[src/rtl/hazard_pkg.sv]
// Shared types for the hazard / forwarding unit: scoreboard entry layout,
// flush FSM states and the "no forwarding" select code.
package hazard_pkg;

  // The scoreboard stores register indices at this fixed width. Narrower
  // REG_W values are zero-extended into it, so REG_W must not exceed it.
  localparam int MAX_REG_W = 8;

  // Forwarding select value meaning "read the register file".
  localparam int SEL_REGFILE = 0;

  typedef struct packed {
    logic                 valid;
    logic [MAX_REG_W-1:0] rd;
    logic                 is_load;
  } sb_entry_t;

  typedef enum logic {
    IDLE  = 1'b0,
    FLUSH = 1'b1
  } flush_state_t;

  localparam sb_entry_t SB_EMPTY = '{valid: 1'b0, rd: '0, is_load: 1'b0};

endpackage

[src/rtl/hazard_src_match.sv]
// Compares one source operand against every scoreboard stage. Returns the
// youngest matching stage as a select code, plus a flag for a match on a
// load that is still too young to forward.
module hazard_src_match
  import hazard_pkg::*;
#(
  parameter  int REG_W    = 5,
  parameter  int DEPTH    = 3,
  parameter  int LOAD_LAT = 1,
  localparam int SEL_W    = $clog2(DEPTH + 1)
) (
  input  logic      [REG_W-1:0] rs_i,
  input  sb_entry_t [DEPTH-1:0] sb_i,      // index 0 = stage 1 (execute)
  output logic      [SEL_W-1:0] sel_o,
  output logic                  load_hit_o
);

  // Scan from oldest to youngest so the youngest match is written last.
  always_comb begin
    // NOTE: defaults first so every path assigns both outputs; otherwise a latch is inferred.
    sel_o      = SEL_W'(SEL_REGFILE);
    load_hit_o = 1'b0;
    for (int k = DEPTH - 1; k >= 0; k--) begin
      if (sb_i[k].valid && (sb_i[k].rd == MAX_REG_W'(rs_i)) && (rs_i != '0)) begin
        sel_o = SEL_W'(k + 1);
        if ((k < LOAD_LAT) && sb_i[k].is_load) begin
          load_hit_o = 1'b1;
        end
      end
    end
  end

endmodule

[src/rtl/hazard_fwd_unit.sv]
// Data-hazard unit beside decode: tracks in-flight destination registers
// over DEPTH producer stages, and from them drives per-operand forwarding
// selects, a load-use stall and a multi-cycle flush after a taken branch.
module hazard_fwd_unit
  import hazard_pkg::*;
#(
  parameter  int REG_W        = 5,
  parameter  int NUM_SRC      = 2,
  parameter  int DEPTH        = 3,
  parameter  int LOAD_LAT     = 1,
  parameter  int FLUSH_CYCLES = 2,
  localparam int SEL_W        = $clog2(DEPTH + 1)
) (
  input  logic                     clk,
  input  logic                     rst_n,
  input  logic                     id_valid,
  input  logic [NUM_SRC*REG_W-1:0] id_rs,
  input  logic [REG_W-1:0]         id_rd,
  input  logic                     id_we,
  input  logic                     id_is_load,
  input  logic                     br_taken,
  output logic [NUM_SRC*SEL_W-1:0] fwd_sel,
  output logic                     stall,
  output logic                     flush
);

  localparam int CNT_W = (FLUSH_CYCLES > 1) ? $clog2(FLUSH_CYCLES) : 1;

  sb_entry_t [DEPTH-1:0]         sb_q, sb_d;
  flush_state_t                  state_q;
  logic [CNT_W-1:0]              cnt_q;
  logic [NUM_SRC-1:0]            load_hit;
  logic [NUM_SRC*SEL_W-1:0]      sel_raw;

  for (genvar gi = 0; gi < NUM_SRC; gi++) begin : g_src
    hazard_src_match #(
      .REG_W   (REG_W),
      .DEPTH   (DEPTH),
      .LOAD_LAT(LOAD_LAT)
    ) u_match (
      .rs_i      (id_rs[gi*REG_W +: REG_W]),
      .sb_i      (sb_q),
      .sel_o     (sel_raw[gi*SEL_W +: SEL_W]),
      .load_hit_o(load_hit[gi])
    );
  end

  // Flush covers the branch cycle itself plus any remaining FLUSH cycles;
  // it overrides stall so a killed instruction never holds the pipe.
  assign flush   = br_taken | (state_q == FLUSH);
  assign stall   = id_valid & (|load_hit) & ~flush;
  assign fwd_sel = id_valid ? sel_raw : '0;

  // Next scoreboard: age every entry by one stage, admit decode into stage 1.
  always_comb begin
    sb_d[0] = SB_EMPTY;
    for (int k = 1; k < DEPTH; k++) begin
      sb_d[k] = sb_q[k-1];
    end
    if (id_valid && id_we && (id_rd != '0) && !stall && !flush) begin
      sb_d[0] = '{valid: 1'b1, rd: MAX_REG_W'(id_rd), is_load: id_is_load};
    end
  end

  // Scoreboard shift register.
  // NOTE: non-blocking assignments so every stage samples its pre-edge neighbour.
  always_ff @(posedge clk or negedge rst_n) begin
    if (!rst_n) begin
      // NOTE: this storage is reset on purpose; a stale valid bit would forward a dead value.
      sb_q <= '0;
    end else begin
      sb_q <= sb_d;
    end
  end

  // Flush FSM. The counter holds the FLUSH cycles still owed, including the
  // current one; the branch cycle itself is covered by br_taken, so an
  // isolated branch yields FLUSH_CYCLES flush cycles in total.
  always_ff @(posedge clk or negedge rst_n) begin
    if (!rst_n) begin
      state_q <= IDLE;
      cnt_q   <= '0;
    end else if (br_taken) begin
      cnt_q   <= CNT_W'(FLUSH_CYCLES - 1);
      state_q <= (FLUSH_CYCLES > 1) ? FLUSH : IDLE;
    end else if (state_q == FLUSH) begin
      cnt_q <= cnt_q - CNT_W'(1);
      if (cnt_q == CNT_W'(1)) begin
        state_q <= IDLE;
      end
    end
  end

endmodule
[config.mk]
export PLATFORM = sky130hd
export DESIGN_NAME = hazard_fwd_unit
export DESIGN_NICKNAME = d
export VERILOG_FILES = /design/src/rtl/hazard_pkg.sv /design/src/rtl/hazard_src_match.sv /design/src/rtl/hazard_fwd_unit.sv
export SDC_FILE = /design/constraint.sdc
export NUM_CORES = 1
export LEC_CHECK = 0
export ABC_AREA = 1
export CORE_UTILIZATION = 45
export DETAILED_ROUTE_END_ITERATION = 10
export GPL_TIMING_DRIVEN = 0
export HOLD_SLACK_MARGIN = 0.03
export PLACE_DENSITY = 0.71
export REMOVE_ABC_BUFFERS = 1
export SLEW_MARGIN = 20
export SYNTH_ARGS = -nofsm -noshare
export SYNTH_HDL_FRONTEND = slang
export SYNTH_SLANG_ARGS = --single-unit
[constraint.sdc]
create_clock -name clk -period 1.2 [get_ports clk]
set_clock_uncertainty 0.15 [all_clocks]
set_input_delay 0.24 -clock clk [delete_from_list [all_inputs] [get_ports clk]]
set_output_delay 0.24 -clock clk [all_outputs]
set_load 0.02 [all_outputs]
==> implementation parameters, run 1 <==
Parameter                              Value

Status
  Run status ... finished with violations
  Violated checks ... negative setup slack

Global routing
  Overall fraction of global-route tracks in use ... 0.2166
  Maximum number of pins on one net before global-route repair ... 22
  Number of antenna violations at the first check in global routing ... 0
  Via count of the first global-routing pass ... about 1200
  Grt ovf ... 0
  Global-route wire length before repair ... 5237 µm

Timing
  Post-route setup slack ... -788.3 ps
  Fmax ... 0.5029 GHz
  Final Critical Period ... 1988 ps
  Worst-case headroom to the max-slew limit ... 0.3577
  Final number of hold-violating endpoints ... 0
  RSZ-0062 raised after global routing ... true
  Number of setup violations in the final report ... 13
  Setup total negative slack ... -5894 ps
  Share of the clock period used by the worst path after layout ... 1.657
  Number of max-slew violations in the final report ... 0
  Tightest Pin Transition ... ~960 ps

Detailed routing
  Number of remaining DRC errors ... 0
  Final routed wirelength across all metal layers ... ~3100 µm
  Vias after detailed routing ... ~1200
  DRC marker count from the first detailed-route iteration ... 40
  Number of routed nets with antenna violations ... 0
  Number of vias per cell after detailed routing ... ~5
  TritonRoute pass-1 iters ... 4
  Wire length per cell after detailed routing ... between 10 and 15 µm

Place
  Count of input and output buffers ... 26
  Number of placed instances with taps included ... approximately 250
  Final weighted congestion of routability-driven global placement ... ~0.8
  Detailed Place HPWL ... 2309 µm

Setup path
  Critical path start-end classification ... register to output pin
  CP Capture Type ... output pin
  Cell chain of the critical path ... inv_2 -> nor2_2 -> nor3_2 -> nand2_1 -> nor2_2 -> nand2_1 -> a21oi_2 -> buf_4
  Delay of the slowest cell on the worst path ... around 420 ps
  Slowest stage cell on the critical path ... dfrtp_1
  Cells on worst reg2reg path ... 10
  End of the worst register-to-register path ... sb_d[12]$_DFF_PN0_
  Data required time of the worst path ... slightly above 800 ps
  Critical Path Start Type ... register
  Slack of the worst reg-to-reg path ... -270 ps
  Critical R2R Launch ... sb_d[15]$_DFF_PN0_
  Peak fanout along the critical path ... 3
  Family of cells with the greatest summed delay on the critical path ... simple AND/OR/NAND/NOR gates
  Data arrival time of the critical path ... 1600 ps
  CP Buf/Inv Count ... 2

Yosys
  Cell types with the largest area share after synthesis ... dfrtp_1 40%, nand2_1 16%, inv_1 8.3%
  Cell area after technology mapping ... ~1300 µm²
  Cell taking the most area after synthesis ... dfrtp_1
  Flip-flop and latch count after synthesis ... 21
  Simple-gate area share of the yosys netlist ... 0.3690
  Dominant cell by count in the synthesized netlist ... nand2_1
  Top cell type's share of synthesized area ... 0.4015
  Main combinational cell family by area after synthesis ... simple AND/OR/NAND/NOR gates
  Mux cell area share after synthesis ... 0
  Most common flop cell mapped by yosys ... dfrtp_1
  Number of unique standard cell types used by synthesis ... 18
  Proportion of synthesized flip-flops having asynchronous set or reset ... 1.000
  Number of warning messages in the yosys log ... 0
  Compound-gate portion of the synthesized area ... 0.05832
  Number of synthesized flops with an enable pin ... 0
  Adder-cell area share of the yosys netlist ... 0
  Post-synthesis average cell area ... 6.925 µm²
  Post-synth top cells ... 55 x nand2_1, 29 x inv_1, 21 x dfrtp_1, 18 x nor2_1, 11 x nor2_2
  Post-Syn Instances ... approximately 190
  Seq/Total Area, Yosys ... 0.4015
  Area share of xor/xnor cells in the synthesized design ... 0.05354

Flow run
  Max-capacitance violation count ... 0

CTS
  CTS tree ... done
  Clock Pin Slew Worst Setup and Hold Paths ... around 120 ps
  Num Clock Sinks ... 21
  Count of H-tree levels built during CTS ... 1
  Hold-fix buffer count after cts ... 0
  Clk Latency, worst-skew pair ... just over 300 ps
  Buffer levels on the longest clock path ... 2
  Clock root buffer ... clkbuf_4
  Total CTS buffers ... 3

Floorplan
  Width of the chip ... approximately 56 µm
  Floorplan die area ... approximately 3100 µm²
  Top-level I/O count ... 27
  Number of core rows ... 19
  Placeable core region ... between 2000 and 3000 µm²
  Floorplan die height ... 55.93 µm
  Starting density of the core ... 0.4746

Layout
  Number of antenna cells inserted ... 0
  Footprint of the multi-input gates ... between 700 and 800 µm²
  Final-layout fill cell count ... around 250
  Area growth from synthesis to layout ... 33.75%
  # nets final ... approximately 250
  Sequential standard cell area ... approximately 530 µm²
  Post-layout instance count excluding filler cells ... 254
  Fraction of layout instances using a drive strength above 1 ... 0.2915

Power
  Power per unit of standard cell area ... between 700 and 800 nW/µm²
  Total power draw ... between 1000 and 1500 µW
  Peak supply drop ... around 0.00071 V
  Leakage ... 0.0008838 µW

Worst hold path
  Classification of the worst-slack hold path ... input port to async pin
==> where the power goes <==
group	switching (µW)	leakage [µW]	internal, µW	total [µW]
registers	11.7	0.000285	724	736
logic	159	0.000584	116	275
clock network	219	0.0000150	130	349
total	389	0.000884	970	1360
==> routing by layer <==
layer | part of all wire | global-route usage | wire length [µm]
met5 | 0 | 0 | 0
met4 | 0.028 | 0.09059 | 86
met3 | 0.060 | 0.02791 | 184
met2 | 0.51 | 0.3821 | 1566
met1 | 0.40 | 0.2671 | 1238
==> through the flow <==
step | hold slack [ps] | instance area, µm² | utilization | worst slack [ps]
floorplan | -205.6 | 1309 | - | -381.7
global placement | 211.9 | 1608 | 0.5830 | -1387
detailed placement | 216.1 | 1608 | 0.5830 | -1441
CTS | 52.24 | 1700 | 0.6166 | -817.1
global route | 88.27 | 1750 | 0.6348 | -932.6
finish | 35.43 | 1750 | 0.6348 | -788.3
==> timing repair <==
item	4_1_cts	5_1_grt
setup endpoints to repair	34	13
setup buffers	4	0
cloned	0	0
gates resized for setup	59	17
pin swaps	8	11
==> kinds of logic after synthesis <==
group	after synthesis
compound gates	15
flops	21
buf+inv	41
simple gates	104
xor+xnor	8
==> cells in the final DEF, fill, tap and decap left out, drive strengths merged <==
master	netlist	routed
nand2	62	62
inv	39	39
nor2	30	30
dfrtp	21	21
dlygate4sd2	0	11
buf	0	10
clkdlybuf4s50	0	9
a21oi	9	9
nand3	7	7
o21ai	5	5
nor3	5	5
xnor2	4	4
xor2	4	4
clkbuf	0	4
clkinv	2	2
a31oi	1	1
==> worst max-delay path by stage <==
stage / startpoint / endpoint / slack (ps) / cells after the start
final: sb_q[24]$_DFF_PN0_ / fwd_sel[2] / -790 / 8
after global routing: sb_q[23]$_DFF_PN0_ / fwd_sel[0] / -930 / 9
after CTS: sb_q[22]$_DFF_PN0_ / fwd_sel[0] / -820 / 8
after detailed placement: id_rs[0] / fwd_sel[0] / -1440 / 10
after global placement: id_rs[0] / fwd_sel[0] / -1390 / 10
after floorplan: sb_q[24]$_DFF_PN0_ / fwd_sel[2] / -380 / 7
==> final cells by class <==
type | count | area share
Timing Repair Buffer | 30 | 0.1558
Multi-Input combinational cell | 127 | 0.4189
Clock buffer | 4 | 0.01501
Tap cell | 31 | 0.02216
Sequential cell | 21 | 0.3002
Inverter | 41 | 0.08792
==> flip-flops by register name, summed over array words and instances, names as in the netlist <==
register,flops
cnt_q,1
state_q,1
sb_q,6
sb_d,13
(Power assumes the default switching activity.)
==> run 2: changes to the inputs <==
--- a/config.mk
+++ b/config.mk
@@ -6,11 +6,11 @@
 export NUM_CORES = 1
 export LEC_CHECK = 0
 export ABC_AREA = 1
-export CORE_UTILIZATION = 45
+export CORE_UTILIZATION = 50
 export DETAILED_ROUTE_END_ITERATION = 10
 export GPL_TIMING_DRIVEN = 0
 export HOLD_SLACK_MARGIN = 0.03
-export PLACE_DENSITY = 0.71
+export PLACE_DENSITY = 0.75
 export REMOVE_ABC_BUFFERS = 1
 export SLEW_MARGIN = 20
 export SYNTH_ARGS = -nofsm -noshare
==> constraint.sdc (replaced) <==
create_clock -name clk -period 1.9 [get_ports clk]
set_clock_uncertainty 0.15 [all_clocks]
set_input_delay 0.38 -clock clk [delete_from_list [all_inputs] [get_ports clk]]
set_output_delay 0.38 -clock clk [all_outputs]
set_load 0.02 [all_outputs]
==> implementation parameters, run 2 (synthesis results as in run 1) <==
Parameter                              Value

Flow run
  Max-capacitance violation count ... 0

Layout
  Post-layout utilization of the core ... 0.6692
  Final-layout fill cell count ... around 240
  Max reg flops ... 13
  Fraction of layout instances using a drive strength above 1 ... 0.2342
  Number of antenna cells inserted ... 0
  # nets final ... about 240
  Area growth from synthesis to layout ... 26.67%
  Non-Filler Cell Area, Final ... around 1700 µm²
  Commonest cells after routing, fill and taps aside ... 55 x nand2_1, 27 x inv_1, 21 x dfrtp_1
  Most common cell after layout, fill and taps aside ... nand2_1

Worst hold path
  Worst Min Path Start ... sb_d[29]$_DFF_PN0_
  Number of stages on the worst hold path ... 0
  Worst min-delay path endpoint ... sb_q[29]$_DFF_PN0_
  Classification of the worst-slack hold path ... register to register

Status
  Run status ... finished with violations
  Violated checks ... negative setup slack

Global routing
  Maximum number of pins on one net before global-route repair ... 22
  Global-route wire length before repair ... ~4600 µm
  Via count of the first global-routing pass ... around 1100
  Grt ovf ... 0
  Overall fraction of global-route tracks in use ... 0.2301
  Number of antenna violations at the first check in global routing ... 0

Setup path
  CP Capture Type ... output pin
  Family of cells with the greatest summed delay on the critical path ... simple AND/OR/NAND/NOR gates
  Data required time of the worst path ... about 1400 ps
  Critical path start-end classification ... register to output pin
  Data arrival time of the critical path ... roughly 1600 ps
  End of the worst register-to-register path ... sb_d[10]$_DFF_PN0_
  Critical R2R Launch ... sb_d[13]$_DFF_PN0_
  Delay of the slowest cell on the worst path ... 410 ps
  Cell chain of the critical path ... inv_1 -> nor2_1 -> nor3_2 -> nand2_1 -> nor2_2 -> nand2_1 -> a21oi_1 -> buf_4
  Peak fanout along the critical path ... 3
  Slowest stage cell on the critical path ... dfrtp_1
  CP Buf/Inv Count ... 2
  Cells on worst reg2reg path ... 11
  Critical Path Start Type ... register
  Top cell by count, worst path ... nand2_1
  Slack of the worst reg-to-reg path ... 320 ps

CTS
  Buffer levels on the longest clock path ... 2
  Total CTS buffers ... 3
  Count of H-tree levels built during CTS ... 1
  Clk Latency, worst-skew pair ... approximately 300 ps
  Num Clock Sinks ... 21
  Clock root buffer ... clkbuf_4
  Clock Pin Slew Worst Setup and Hold Paths ... around 120 ps
  CTS tree ... done
  Hold-fix buffer count after cts ... 0

Detailed routing
  TritonRoute pass-1 iters ... 4
  Vias after detailed routing ... ~1200
  Number of routed nets with antenna violations ... 0
  Final routed wirelength across all metal layers ... 2830 µm
  DRC marker count from the first detailed-route iteration ... 15
  Number of vias per cell after detailed routing ... about 4.8
  Number of remaining DRC errors ... 0
  Wire length per cell after detailed routing ... about 11 µm

Place
  Placement-stage worst setup slack ... -982.9 ps
  Detailed Place HPWL ... 2265 µm
  Cell area reported after detailed placement ... roughly 1600 µm²
  Final weighted congestion of routability-driven global placement ... 0.8391
  Count of input and output buffers ... 26

Floorplan
  Number of core rows ... 18
  Floorplan die height ... 53.16 µm
  Top-level I/O count ... 27
  Width of the chip ... about 53 µm
  Placeable core region ... about 2500 µm²
  Floorplan die area ... ~2800 µm²
  Starting density of the core ... 0.5283

Timing
  RSZ-0062 raised after global routing ... true
  Worst-case headroom to the max-slew limit ... 0.3806
  Share of the clock period used by the worst path after layout ... 1.132
  Tightest Pin Transition ... between 900 and 1000 ps
  Number of max-slew violations in the final report ... 0
  Fmax ... about 0.47 GHz
  Setup total negative slack ... -1007 ps
  Post-route setup slack ... -250.4 ps
  Post-route worst hold slack ... around 250 ps
  Number of setup violations in the final report ... 5
  Final number of hold-violating endpoints ... 0
  Final Critical Period ... approximately 2200 ps

Power
  Power per unit of standard cell area ... between 500 and 600 nW/µm²
  Peak supply drop ... 0.0004093 V
  Leakage ... 0.0008663 µW
run 2: cell types whose count changed in the layout (fill, tap and decap cells not counted), moves of 3 or more:
cell    before  now
nor2_2      12   15
inv_2       16   12
inv_1       23   27
nor2_4       7    1
nor2_1      11   14
run 2: how the worst max path moves through the flow:
stage | start | end | depth (start not counted)
finish | sb_q[24]$_DFF_PN0_ | fwd_sel[2] | 8
global route | sb_q[24]$_DFF_PN0_ | fwd_sel[2] | 8
CTS | sb_q[23]$_DFF_PN0_ | fwd_sel[2] | 9
detailed placement | id_rs[0] | fwd_sel[0] | 10
global placement | id_rs[0] | fwd_sel[0] | 10
floorplan | id_rs[3] | fwd_sel[0] | 7
run 2: power by group:
group	internal, µW	total (µW)	leakage [µW]	switching, µW
logic	64.4	152	0.000567	87.6
registers	457	465	0.000285	8.02
clock network	80.2	220	0.0000139	140
total	602	837	0.000866	235
run 2: area by class of cell:
type                       instances  area (µm²)  share of cell area
multi-input combinational        127       654.4              0.3947
inverter                          41       153.9             0.09283
tap                               30       37.54             0.02264
clock inverter                     1       7.507            0.004528
sequential                        21       525.5              0.3170
clock buffer                       3       22.52             0.01358
timing repair buffer              29       256.5              0.1547
run 2: per-stage QoR:
stage	std cells	total power, µW
final	252	837.4
after global routing	252	886.4
after CTS	251	844.9
after detailed placement	245	631.0
after global placement	245	625.8
after floorplan	189	548.4
run 2: repair_timing:
action,CTS,global route
resized for setup,42,6
setup buffers,2,1
pin swaps,6,8
endpoints found under the setup margin,6,6
run 2: layer usage:
metal  part of all wire  global-route usage
met1               0.44              0.2795
met2               0.53              0.4114
met3              0.027             0.03448
met4             0.0081             0.07456
met5                  0                   0
==> run 3: changes to the inputs <==
--- a/config.mk
+++ b/config.mk
@@ -6,13 +6,14 @@
 export NUM_CORES = 1
 export LEC_CHECK = 0
 export ABC_AREA = 1
+export CAP_MARGIN = 20
 export CORE_UTILIZATION = 50
 export DETAILED_ROUTE_END_ITERATION = 10
 export GPL_TIMING_DRIVEN = 0
 export HOLD_SLACK_MARGIN = 0.03
 export PLACE_DENSITY = 0.75
 export REMOVE_ABC_BUFFERS = 1
-export SLEW_MARGIN = 20
+export SKIP_CTS_REPAIR_TIMING = 1
 export SYNTH_ARGS = -nofsm -noshare
 export SYNTH_HDL_FRONTEND = slang
 export SYNTH_SLANG_ARGS = --single-unit
==> implementation parameters, run 3 (synthesis results as in run 1) <==
Parameter                              Value

Worst hold path
  Classification of the worst-slack hold path ... register to register

Detailed routing
  Wire length per cell after detailed routing ... 11.42 µm
  Number of remaining DRC errors ... 0
  Number of vias per cell after detailed routing ... roughly 4.8
  TritonRoute pass-1 iters ... 4
  DRC marker count from the first detailed-route iteration ... 19
  Vias after detailed routing ... 1204
  Final routed wirelength across all metal layers ... 2867 µm
  Number of routed nets with antenna violations ... 0

Layout
  Sequential standard cell area ... between 500 and 600 µm²
  Post-layout instance count excluding filler cells ... about 250
  Most common cell after layout, fill and taps aside ... nand2_1
  Footprint of the multi-input gates ... a little under 700 µm²
  Final-layout fill cell count ... roughly 230
  Fraction of layout instances using a drive strength above 1 ... 0.2443
  Max reg flops ... 13
  # nets final ... ~240
  Number of antenna cells inserted ... 0
  Commonest cells after routing, fill and taps aside ... 51 x nand2_1, 27 x inv_1, 21 x dfrtp_1
  Area growth from synthesis to layout ... 31.17%

Setup path
  Delay of the slowest cell on the worst path ... 400 ps
  Critical Path Start Type ... register
  Cell chain of the critical path ... inv_1 -> nand2_1 -> nand2_1 -> nor3_2 -> nand2_1 -> nor2_2 -> nand2_1 -> a21oi_2 -> buf_4
  Family of cells with the greatest summed delay on the critical path ... simple AND/OR/NAND/NOR gates
  Data arrival time of the critical path ... approximately 1700 ps
  Critical path start-end classification ... register to output pin
  CP Capture Type ... output pin
  Peak fanout along the critical path ... 3
  Slowest stage cell on the critical path ... dfrtp_1
  Data required time of the worst path ... around 1400 ps
  CP Buf/Inv Count ... 2
  Top cell by count, worst path ... nand2_1

CTS
  Clock Pin Slew Worst Setup and Hold Paths ... approximately 120 ps
  Clk Latency, worst-skew pair ... roughly 300 ps
  Total CTS buffers ... 3
  Count of H-tree levels built during CTS ... 1
  CTS tree ... done
  Clock root buffer ... clkbuf_4
  Num Clock Sinks ... 21
  Buffer levels on the longest clock path ... 2

Flow run
  Max-capacitance violation count ... 0

Place
  Number of placed instances with taps included ... about 250
  Count of input and output buffers ... 26
  Detailed Place HPWL ... roughly 2300 µm
  Placement-stage worst setup slack ... -982.9 ps
  Final weighted congestion of routability-driven global placement ... 0.8391

Global routing
  Number of antenna violations at the first check in global routing ... 0
  Grt ovf ... 0
  Maximum number of pins on one net before global-route repair ... 22
  Global-route wire length before repair ... approximately 4600 µm
  Overall fraction of global-route tracks in use ... 0.2295
  Via count of the first global-routing pass ... ~1100

Timing
  Post-route setup slack ... -279.2 ps
  Fmax ... ~0.46 GHz
  Number of max-slew violations in the final report ... 0
  Tightest Pin Transition ... between 900 and 1000 ps
  Final number of hold-violating endpoints ... 0
  RSZ-0062 raised after global routing ... true
  Worst-case headroom to the max-slew limit ... 0.3700
  Number of setup violations in the final report ... 5
  Share of the clock period used by the worst path after layout ... 1.147
  Final Critical Period ... about 2200 ps

Floorplan
  Number of core rows ... 18
  Floorplan die height ... about 53 µm
  Top-level I/O count ... 27
  Floorplan die area ... between 2000 and 3000 µm²
  Placeable core region ... about 2500 µm²
  Width of the chip ... 53.16 µm
  Starting density of the core ... 0.5283

Power
  Leakage ... roughly 0.00094 µW
  Power per unit of standard cell area ... 492.3 nW/µm²
  Peak supply drop ... ~0.00041 V

Status
  Violated checks ... negative setup slack
  Run status ... finished with violations
-- run 3: stage by stage --
stage               cell area [µm²]  TNS, ps  hold slack, ps  total power (µW)    util
finish                         1717    -1086           247.8             845.0  0.6929
global route                   1717    -1605           268.0             894.8  0.6929
CTS                            1637    -4893           246.5             851.0  0.6606
detailed placement             1607    -5600           218.5             631.0  0.6485
floorplan                      1309        0          -65.59             548.4       -
global placement               1607    -5050           211.0             625.8  0.6485
-- run 3: path summary, 6_finish.rpt --
kind,startpoint,depth (start not counted),endpoint,slack [ps]
min in group asynchronous,rst_n,1,sb_q[23]$_DFF_PN0_,430
min,sb_d[29]$_DFF_PN0_,0,sb_q[29]$_DFF_PN0_,250
min reg2reg,sb_d[29]$_DFF_PN0_,0,sb_q[29]$_DFF_PN0_,250
max in group asynchronous,rst_n,1,sb_d[25]$_DFF_PN0_,590
max,sb_q[23]$_DFF_PN0_,9,fwd_sel[2],-280
max reg2reg,sb_d[14]$_DFF_PN0_,9,sb_d[13]$_DFF_PN0_,340
-- run 3: worst reg2reg max path, stage by stage (launching register included) --
cell and delay, ps:
dfrtp_1 440, a21oi_1 190, nand2_2 90, nor2_4 120, nand2_4 70, nand2_4 70, nand2_4 50, buf_4 140
nand2_4 110, nor2_2 40
-- run 3: final cells by class --
type / count / share of cell area
clock buffer: 3 / 0.01312
clock inverter: 1 / 0.004373
inverter: 41 / 0.08965
multi-input combinational: 127 / 0.3936
sequential: 21 / 0.3061
tap: 30 / 0.02187
timing repair buffer: 28 / 0.1713
-- run 3: layer usage --
layer	share of wire	vias to the layer above	GRT usage
li1	-	621	-
met4	0.0080	0	0.06579
met1	0.44	552	0.2831
met3	0.037	4	0.03448
met5	0	-	0
met2	0.52	27	0.4093
-- run 3: report_power, final --
part	internal [µW]	leakage [µW]	switching, µW
combinational	71.9	0.000645	90.6
clock	80.1	0.0000139	137
sequential	457	0.000285	7.75
